==> src/rtl/prog_rule_array_pkg.sv <==
// Shared types and sizing helpers for the programmable rule array.
// Default geometry: 5 inputs, 10 product terms, 5 outputs.
package prog_rule_array_pkg;

  localparam int N_IN_DEF   = 5;
  localparam int N_RULE_DEF = 10;
  localparam int N_OUT_DEF  = 5;

  // Control FSM: RUN accepts vectors, DRAIN empties the pipeline before a
  // config write, WRITE performs the single-cycle write handshake.
  typedef enum logic [1:0] {
    RUN   = 2'd0,
    DRAIN = 2'd1,
    WRITE = 2'd2
  } state_e;

  // Layout of a rule word on the config bus for the default geometry:
  // care mask in the upper half, match value in the lower half.
  typedef struct packed {
    logic [N_IN_DEF-1:0] care;
    logic [N_IN_DEF-1:0] value;
  } rule_t;

  // Address width covering all rule slots followed by all OR rows.
  function automatic int cfg_aw(input int n_rule, input int n_out);
    return ((n_rule + n_out) > 1) ? $clog2(n_rule + n_out) : 1;
  endfunction

  // Data width wide enough for either a rule word or an OR row.
  function automatic int cfg_dw(input int n_in, input int n_rule);
    return ((2 * n_in) > n_rule) ? (2 * n_in) : n_rule;
  endfunction

endpackage

==> src/rtl/prog_rule_array_rule_match.sv <==
// Single product term: combinational hit of one care/value mask pair.
// A care bit of 0 makes that input a don't-care; an all-zero care mask
// therefore always hits.
module rule_match
  import prog_rule_array_pkg::*;
#(
  parameter int N_IN = N_IN_DEF
) (
  input  logic [N_IN-1:0] data_i,
  input  logic [N_IN-1:0] care_i,
  input  logic [N_IN-1:0] value_i,
  output logic            hit_o
);

  assign hit_o = ~|((data_i ^ value_i) & care_i);

endmodule

==> src/rtl/prog_rule_array.sv <==
// Programmable two-stage sum-of-products array.
//   S1 registers the raw term hits, S2 registers the OR-plane result.
//   Config writes are only performed once the pipeline has drained, so every
//   vector in flight is evaluated entirely against the config it entered with.
// Optional feature macro: RULE_HITS_EN adds output out_hits (raw term hits
// aligned with out_data). Without it the port and its S2 register are absent.
module prog_rule_array
  import prog_rule_array_pkg::*;
#(
  parameter  int N_IN   = N_IN_DEF,
  parameter  int N_RULE = N_RULE_DEF,
  parameter  int N_OUT  = N_OUT_DEF,
  localparam int CFG_AW = cfg_aw(N_RULE, N_OUT),
  localparam int CFG_DW = cfg_dw(N_IN, N_RULE)
) (
  input  logic              clk,
  input  logic              rst,
  input  logic              cfg_valid,
  output logic              cfg_ready,
  input  logic [CFG_AW-1:0] cfg_addr,
  input  logic [CFG_DW-1:0] cfg_data,
  input  logic              in_valid,
  output logic              in_ready,
  input  logic [N_IN-1:0]   in_data,
  output logic              out_valid,
  input  logic              out_ready,
  output logic [N_OUT-1:0]  out_data
`ifdef RULE_HITS_EN
  ,
  output logic [N_RULE-1:0] out_hits
`endif
);

  state_e             state_q;
  logic               cfg_ready_q;
  logic               s1_v_q;
  logic               s2_v_q;
  logic [N_RULE-1:0]  hit_q;
  logic [N_OUT-1:0]   out_data_q;
  logic [N_RULE-1:0]  hit_d;
  logic [N_OUT-1:0]   out_data_d;
  logic               s2_load;
  logic               s1_load;
  logic               in_accept;
  logic               cfg_wr;

  // S2 can take new data when empty or when its result leaves this cycle;
  // S1 can take new data when empty or when it hands off to S2.
  assign s2_load   = !s2_v_q || out_ready;
  assign s1_load   = !s1_v_q || s2_load;
  // A pending config request blocks new vectors in the same cycle.
  assign in_ready  = (state_q == RUN) && !cfg_valid && s1_load;
  assign in_accept = in_valid && in_ready;
  assign cfg_wr    = cfg_valid && cfg_ready_q;

  assign cfg_ready = cfg_ready_q;
  assign out_valid = s2_v_q;
  assign out_data  = out_data_q;

  // Rule storage and AND-plane: one care/value pair and matcher per term.
  for (genvar gi = 0; gi < N_RULE; gi++) begin : g_rule
    logic [N_IN-1:0] care_q;
    logic [N_IN-1:0] value_q;

    // Load this term's masks when its address is written.
    always_ff @(posedge clk or posedge rst) begin
      if (rst) begin
        care_q  <= '0;
        value_q <= '0;
      end else if (cfg_wr && (cfg_addr == CFG_AW'(gi))) begin
        care_q  <= cfg_data[2*N_IN-1:N_IN];
        value_q <= cfg_data[N_IN-1:0];
      end
    end

    rule_match #(
      .N_IN (N_IN)
    ) u_match (
      .data_i  (in_data),
      .care_i  (care_q),
      .value_i (value_q),
      .hit_o   (hit_d[gi])
    );
  end

  // OR-plane: each output row selects a subset of the registered hits.
  for (genvar gi = 0; gi < N_OUT; gi++) begin : g_row
    logic [N_RULE-1:0] row_q;

    // Load this output's term-select row when its address is written.
    always_ff @(posedge clk or posedge rst) begin
      if (rst) begin
        row_q <= '0;
      end else if (cfg_wr && (cfg_addr == CFG_AW'(N_RULE + gi))) begin
        row_q <= cfg_data[N_RULE-1:0];
      end
    end

    assign out_data_d[gi] = |(row_q & hit_q);
  end

  // Control FSM: drain the pipeline before any write, then pulse cfg_ready.
  always_ff @(posedge clk or posedge rst) begin
    if (rst) begin
      state_q     <= RUN;
      cfg_ready_q <= 1'b0;
    end else begin
      cfg_ready_q <= 1'b0;
      case (state_q)
        RUN: begin
          if (cfg_valid) begin
            state_q <= DRAIN;
          end
        end
        DRAIN: begin
          if (!cfg_valid) begin
            state_q <= RUN;
          end else if (!s1_v_q && !s2_v_q) begin
            state_q     <= WRITE;
            cfg_ready_q <= 1'b1;
          end
        end
        WRITE: begin
          state_q <= RUN;
        end
        default: begin
          state_q <= RUN;
        end
      endcase
    end
  end

  // Stage 1: capture term hits of an accepted vector.
  always_ff @(posedge clk or posedge rst) begin
    if (rst) begin
      s1_v_q <= 1'b0;
      hit_q  <= '0;
    end else if (s1_load) begin
      s1_v_q <= in_accept;
      if (in_accept) begin
        hit_q <= hit_d;
      end
    end
  end

  // Stage 2: capture the OR-plane result; holds while the consumer stalls.
  always_ff @(posedge clk or posedge rst) begin
    if (rst) begin
      s2_v_q     <= 1'b0;
      out_data_q <= '0;
    end else if (s2_load) begin
      s2_v_q <= s1_v_q;
      if (s1_v_q) begin
        out_data_q <= out_data_d;
      end
    end
  end

`ifdef RULE_HITS_EN
  logic [N_RULE-1:0] hits_s2_q;

  // Raw hits travel alongside out_data with the same stall behaviour.
  always_ff @(posedge clk or posedge rst) begin
    if (rst) begin
      hits_s2_q <= '0;
    end else if (s2_load && s1_v_q) begin
      hits_s2_q <= hit_q;
    end
  end

  assign out_hits = hits_s2_q;
`endif

endmodule
==> config.mk <==
export PLATFORM = sky130hd
export DESIGN_NAME = prog_rule_array
export DESIGN_NICKNAME = d
export VERILOG_FILES = /design/src/rtl/prog_rule_array_pkg.sv /design/src/rtl/prog_rule_array_rule_match.sv /design/src/rtl/prog_rule_array.sv
export SDC_FILE = /design/constraint.sdc
export NUM_CORES = 1
export LEC_CHECK = 0
export CAP_MARGIN = 20
export CORE_ASPECT_RATIO = 1.75
export CORE_UTILIZATION = 35
export CTS_CLUSTER_SIZE = 10
export DETAILED_ROUTE_END_ITERATION = 8
export GPL_ROUTABILITY_DRIVEN = 0
export PLACE_DENSITY = 0.5
export SLEW_MARGIN = 20
export SYNTH_ARGS = -nofsm -noshare
export SYNTH_HDL_FRONTEND = slang
export SYNTH_SLANG_ARGS = --single-unit
==> constraint.sdc <==
create_clock -name clk -period 6.4 [get_ports clk]
set_clock_uncertainty 0.15 [all_clocks]
set_input_delay 1.6 -clock clk [delete_from_list [all_inputs] [get_ports clk]]
set_output_delay 1.6 -clock clk [all_outputs]
set_load 0.005 [all_outputs]
After elaboration in Yosys (flattened, before gate mapping). Cells that the tools add are included.

Flip-flop bits (word level): 170. Input bits: 24. Output and inout bits: 8. Word-level logic and storage cells: 135.

Equality and inequality tests: 17. Multiplexer cells: 7. Bitwise logic cells: 25. Reduce and logical (&&, ||, !) cells: 55.

Operators by type and width (number): AND 10 bit (5); AND 5 bit (10); OR reduction 10 bit (5); OR reduction 5 bit (10); bitwise XOR 5 bit (10); == test 4 bit (second input constant) (7); logical AND 1 bit (20); == test 4 x 3 -> 1 bit (second input constant) (4); logical NOT 1 bit (13); == test 4 x 2 -> 1 bit (second input constant) (2); 2-to-1 mux 2 bit (3); AND reduction 2 bit (3); == test 4 x 1 -> 1 bit (second input constant) (1); logical NOT 4 bit (1); case mux 2 bit (2 select lines) (1); 2-to-1 mux 1 bit (3); != test 3 bit (second input constant) (1); == test 2 x 1 -> 1 bit (second input constant) (1); logical NOT 2 bit (1); logical OR 1 bit (2); != test 2 bit (second input constant) (1).

Logic depth before layout (Yosys ltp).
Depth in word-level cells: 6. Mapped depth: 4. Gate-level depth less buffers: 3.

By module. Synthesis repeated with hierarchy kept, for this count alone.

Cell total of the unflattened synthesis: 516. Area, all modules: 7355.8 µm².

By module, submodules not included: prog_rule_array (instances 1, cells each 426, area an instance 6680.2 µm², sequential area each 4254.1 µm²); rule_match (instances 10, cells each 9, area an instance 67.6 µm², sequential area each 0.0 µm²).

Worst setup path after synthesis. Ideal clock, no wire load.

Path type: input port to output port. From: input out_ready. To: output in_ready. Arrival: 2.276 ns. Data required time: 4.650 ns. Setup slack: 2.374 ns. Cell stages on the path: 3. Buffers on the path: 1. Cells stage by stage: nand3b_1 > clkbuf_1 > nor4b_1.

Cells in the longest elaborated chain, start to end: 3.

Ends and longest elaborated chain: start, declared (line prog_rule_array.sv:26) `input logic out_ready,`; logical OR 1 bit (line prog_rule_array.sv:49) `assign s2_load = !s2_v_q || out_ready;`; logical OR 1 bit (line prog_rule_array.sv:50) `assign s1_load = !s1_v_q || s2_load;`; logical AND 1 bit (line prog_rule_array.sv:52) `assign in_ready = (state_q == RUN) && !cfg_valid && s1_load;`; end, declared (line prog_rule_array.sv:23) `output logic in_ready,`.

Every way passes these cells.

Final worst setup path. Same ends and word-level chain as after synthesis.

==> results.json <==
{
  "synth_nets": 536,
  "critPathRequiredTime_ns": 4.65,
  "critPathKind": "input pin to output pin",
  "final_cells": 798,
  "drt-initial-drc-count": 238,
  "antenna_found_initial": 0,
  "grt-ovfl-total": 0,
  "slew-limit-headroom": 0.285,
  "seqCellArea_um2": 4250,
  "cellPowerDensity_nw_per_um2": 320,
  "synth_cell_types": 26,
  "multi_input_area_um2": 3010,
  "intPower_w": 0.00202,
  "status": "finished with violations",
  "synthFlopType": "dfrtp_1",
  "pre_cts_ws_ns": 1.29,
  "endpoint": "in_ready",
  "core_um2": 20500,
  "ir_drop_mv": 0.186,
  "period_minus_slack_ns": 5.10,
  "wl_per_cell_um": 23.3,
  "ys_ff_latch": 170,
  "rr_worst_depth": 3,
  "hold_class": "register to register",
  "syn_inst": 512,
  "cts.path.max_buffers": 2,
  "grt_pass1_wl_um": 29100,
  "fmaxAchievable_ghz": 0.196,
  "synth_common_cells": "dfrtp_1 (170), mux2_2 (150), xor2_1 (50), a22oi_1 (35), clkbuf_1 (13)",
  "max_slew.worst_pin.slew_ns": 1.07,
  "seq_area_frac_synth": 0.578,
  "num_io_pins": 32,
  "cts_setup_buffers": 0,
  "leakagePower_nw": 4.02,
  "cts_sinks": 170,
  "clockPowerShare": 0.374,
  "r2r_slack_ns": 4.04,
  "netlist_area_um2": 7360,
  "dpl.hpwl_um": 12300,
  "die_w_um": 112,
  "post-route-period-util": 0.797,
  "utilization": 0.414,
  "top_usage_layer": "met2",
  "area_delta_synth_final_pct": 15.1,
  "critPathLaunch": "out_ready",
  "met2_usage": 0.328,
  "r2r-end": "hit_q[0]",
  "final_nets": 564,
  "drive_above_1_share": 0.365,
  "fillCellCount": 1949,
  "avgSynthCellArea_um2": 14.4,
  "end_kind": "output pin",
  "finalHoldViolations": 0,
  "fp.dieH_um": 194,
  "insertion_delay_ns": 0.43,
  "fp.dieArea_um2": 21600,
  "drtPass1Iterations": 8,
  "startpoint_type": "input pin",
  "final_max_slew_viol_count": 0,
  "crit_fanout": 14,
  "synth_top_area_frac": 0.578,
  "clk_pin_slew_ns": 0.06,
  "fp-row-count": 69,
  "fin_setup_tns_ns": 0,
  "drc": 6,
  "grtUsageMet3": 0.0331,
  "start_util": 0.360,
  "p_seq_frac": 0.493,
  "clockRootBuffer": "clkbuf_16",
  "power_switching_w": 0.000691,
  "numCtsBuffers": 17,
  "timing.final.ws_setup_ns": 1.30,
  "cts_tree": "built",
  "portBuffers": 31,
  "maxCapViolCount": 0,
  "ant_nets": 0,
  "yosys.cell_count.top_type": "dfrtp_1",
  "via_per_inst": 5.52,
  "grt_pass1_vias": 4815,
  "violations": "DRC",
  "ys_warn_count": 0,
  "combinationalPowerShare": 0.133,
  "diodes": 0,
  "dp_cells": 769,
  "cts_resized": 0,
  "rsz0062_at_grt": "no",
  "synth_edf_count": 0,
  "reg2reg_from": "state_q[0]",
  "arrival_ns": 3.35,
  "grt_start_max_net_pins": 86,
  "setup_viol": 0,
  "ys_async_sr_fraction": 1.00,
  "hold_buffers": 0,
  "htreeDepth": 4,
  "track_usage": 0.185,
  "netlist_top_cells_area": "dfrtp_1 (58%), mux2_2 (23%), xor2_1 (5.9%)",
  "swShare": 0.254,
  "use_met1": 0.212,
  "yosysTopAreaCell": "dfrtp_1",
  "wirelength_um": 18600,
  "num_vias": 4407
}
-- metrics by stage --
| step | area [um^2] | hold slack (ns) | power (W) |
|---|---|---|---|
| 2_1_floorplan | 7360 | 0.320 | 0.00155 |
| 3_3_place_gp | 7910 | 0.338 | 0.00172 |
| 3_5_place_dp | 7910 | 0.344 | 0.00173 |
| 4_1_cts | 8480 | 0.358 | 0.00276 |
| 5_1_grt | 8480 | 0.371 | 0.00284 |
| 6_report | 8480 | 0.355 | 0.00272 |
-- placed cells by master (no fill, tap or decap), drive strengths merged --
master / Yosys / layout
clkinvlp: 0 / 1
nor2: 10 / 10
nand4b: 2 / 2
nand3b: 2 / 2
nor3: 1 / 1
inv: 1 / 1
nand2: 4 / 4
dfrtp: 170 / 170
clkbuf: 13 / 19
clkdlybuf4s50: 0 / 31
bufinv: 0 / 3
o22a: 5 / 5
nand4: 6 / 6
nand2b: 8 / 8
a21boi: 10 / 10
nand3: 5 / 5
and2: 2 / 2
and3: 1 / 1
xor2: 50 / 50
a222oi: 10 / 10
mux2: 150 / 150
buf: 11 / 2
nor4b: 4 / 4
clkinv: 0 / 6
a31o: 10 / 10
and4bb: 1 / 1
a21oi: 1 / 1
a22oi: 35 / 35
-- worst max-delay path, cell delays in order --
cell             delay, ns
clkdlybuf4s50_1       0.46
nand3b_1              0.42
nor4b_1               0.31
clkdlybuf4s50_1       0.56
-- sequential cells by signal, indices dropped and copies added, names as in the netlist --
register and flops:
state_q 2, hit_q 10, g_row.row_q 50, out_data 5, g_rule.value_q 50, out_valid 1
s1_v_q 1, cfg_ready 1, g_rule.care_q 50
-- layer usage --
layer | wire length, um | vias to the layer above
met2 | 10100 | 83
li1 | - | 1939
met1 | 7390 | 2358
met5 | 0 | -
met4 | 553 | 0
met3 | 547 | 27
-- layout make-up --
cell class	count	share of cell area
clock inverters	10	0.0151
well taps	248	0.0366
inverters	1	0.00103
repair buffers	33	0.0384
flip-flops and latches	170	0.502
multi-input cells	317	0.355
clock buffers	19	0.0523
-- how the worst min path moves through the flow --
stage / start / to / cells past startpoint
2_1_floorplan: state_q[0] / state_q[0] / 1
3_3_place_gp: g_rule[5].care_q[2] / g_rule[5].care_q[2] / 1
3_5_place_dp: g_rule[4].care_q[4] / g_rule[4].care_q[4] / 1
4_1_cts: g_rule[4].care_q[4] / g_rule[4].care_q[4] / 1
5_1_grt: g_rule[8].care_q[3] / g_rule[8].care_q[3] / 1
6_report: g_rule[8].care_q[0] / g_rule[8].care_q[0] / 1
-- power by group through the flow --
stage	clock network, W	logic (W)	registers, W
after CTS	0.00104	0.000370	0.00134
after global placement	0	0.000363	0.00136
final	0.00102	0.000361	0.00134
after global routing	0.00108	0.000397	0.00136
after detailed placement	0	0.000369	0.00136
after floorplan	0	0.000244	0.00130
-- cells by family (layout without fill, tap and decap cells) --
logic type	count (synthesis)	in the layout	share of synthesized area
buffers and inverters	25	63	0.0146
and+or+nand+nor	46	46	0.0408
DFF	170	170	0.578
muxes	150	150	0.229
AOI/OAI and AO/OA	71	71	0.0780
xor gates and xnor gates	50	50	0.0595
No activity file was read; power rests on OpenSTA's default activity.
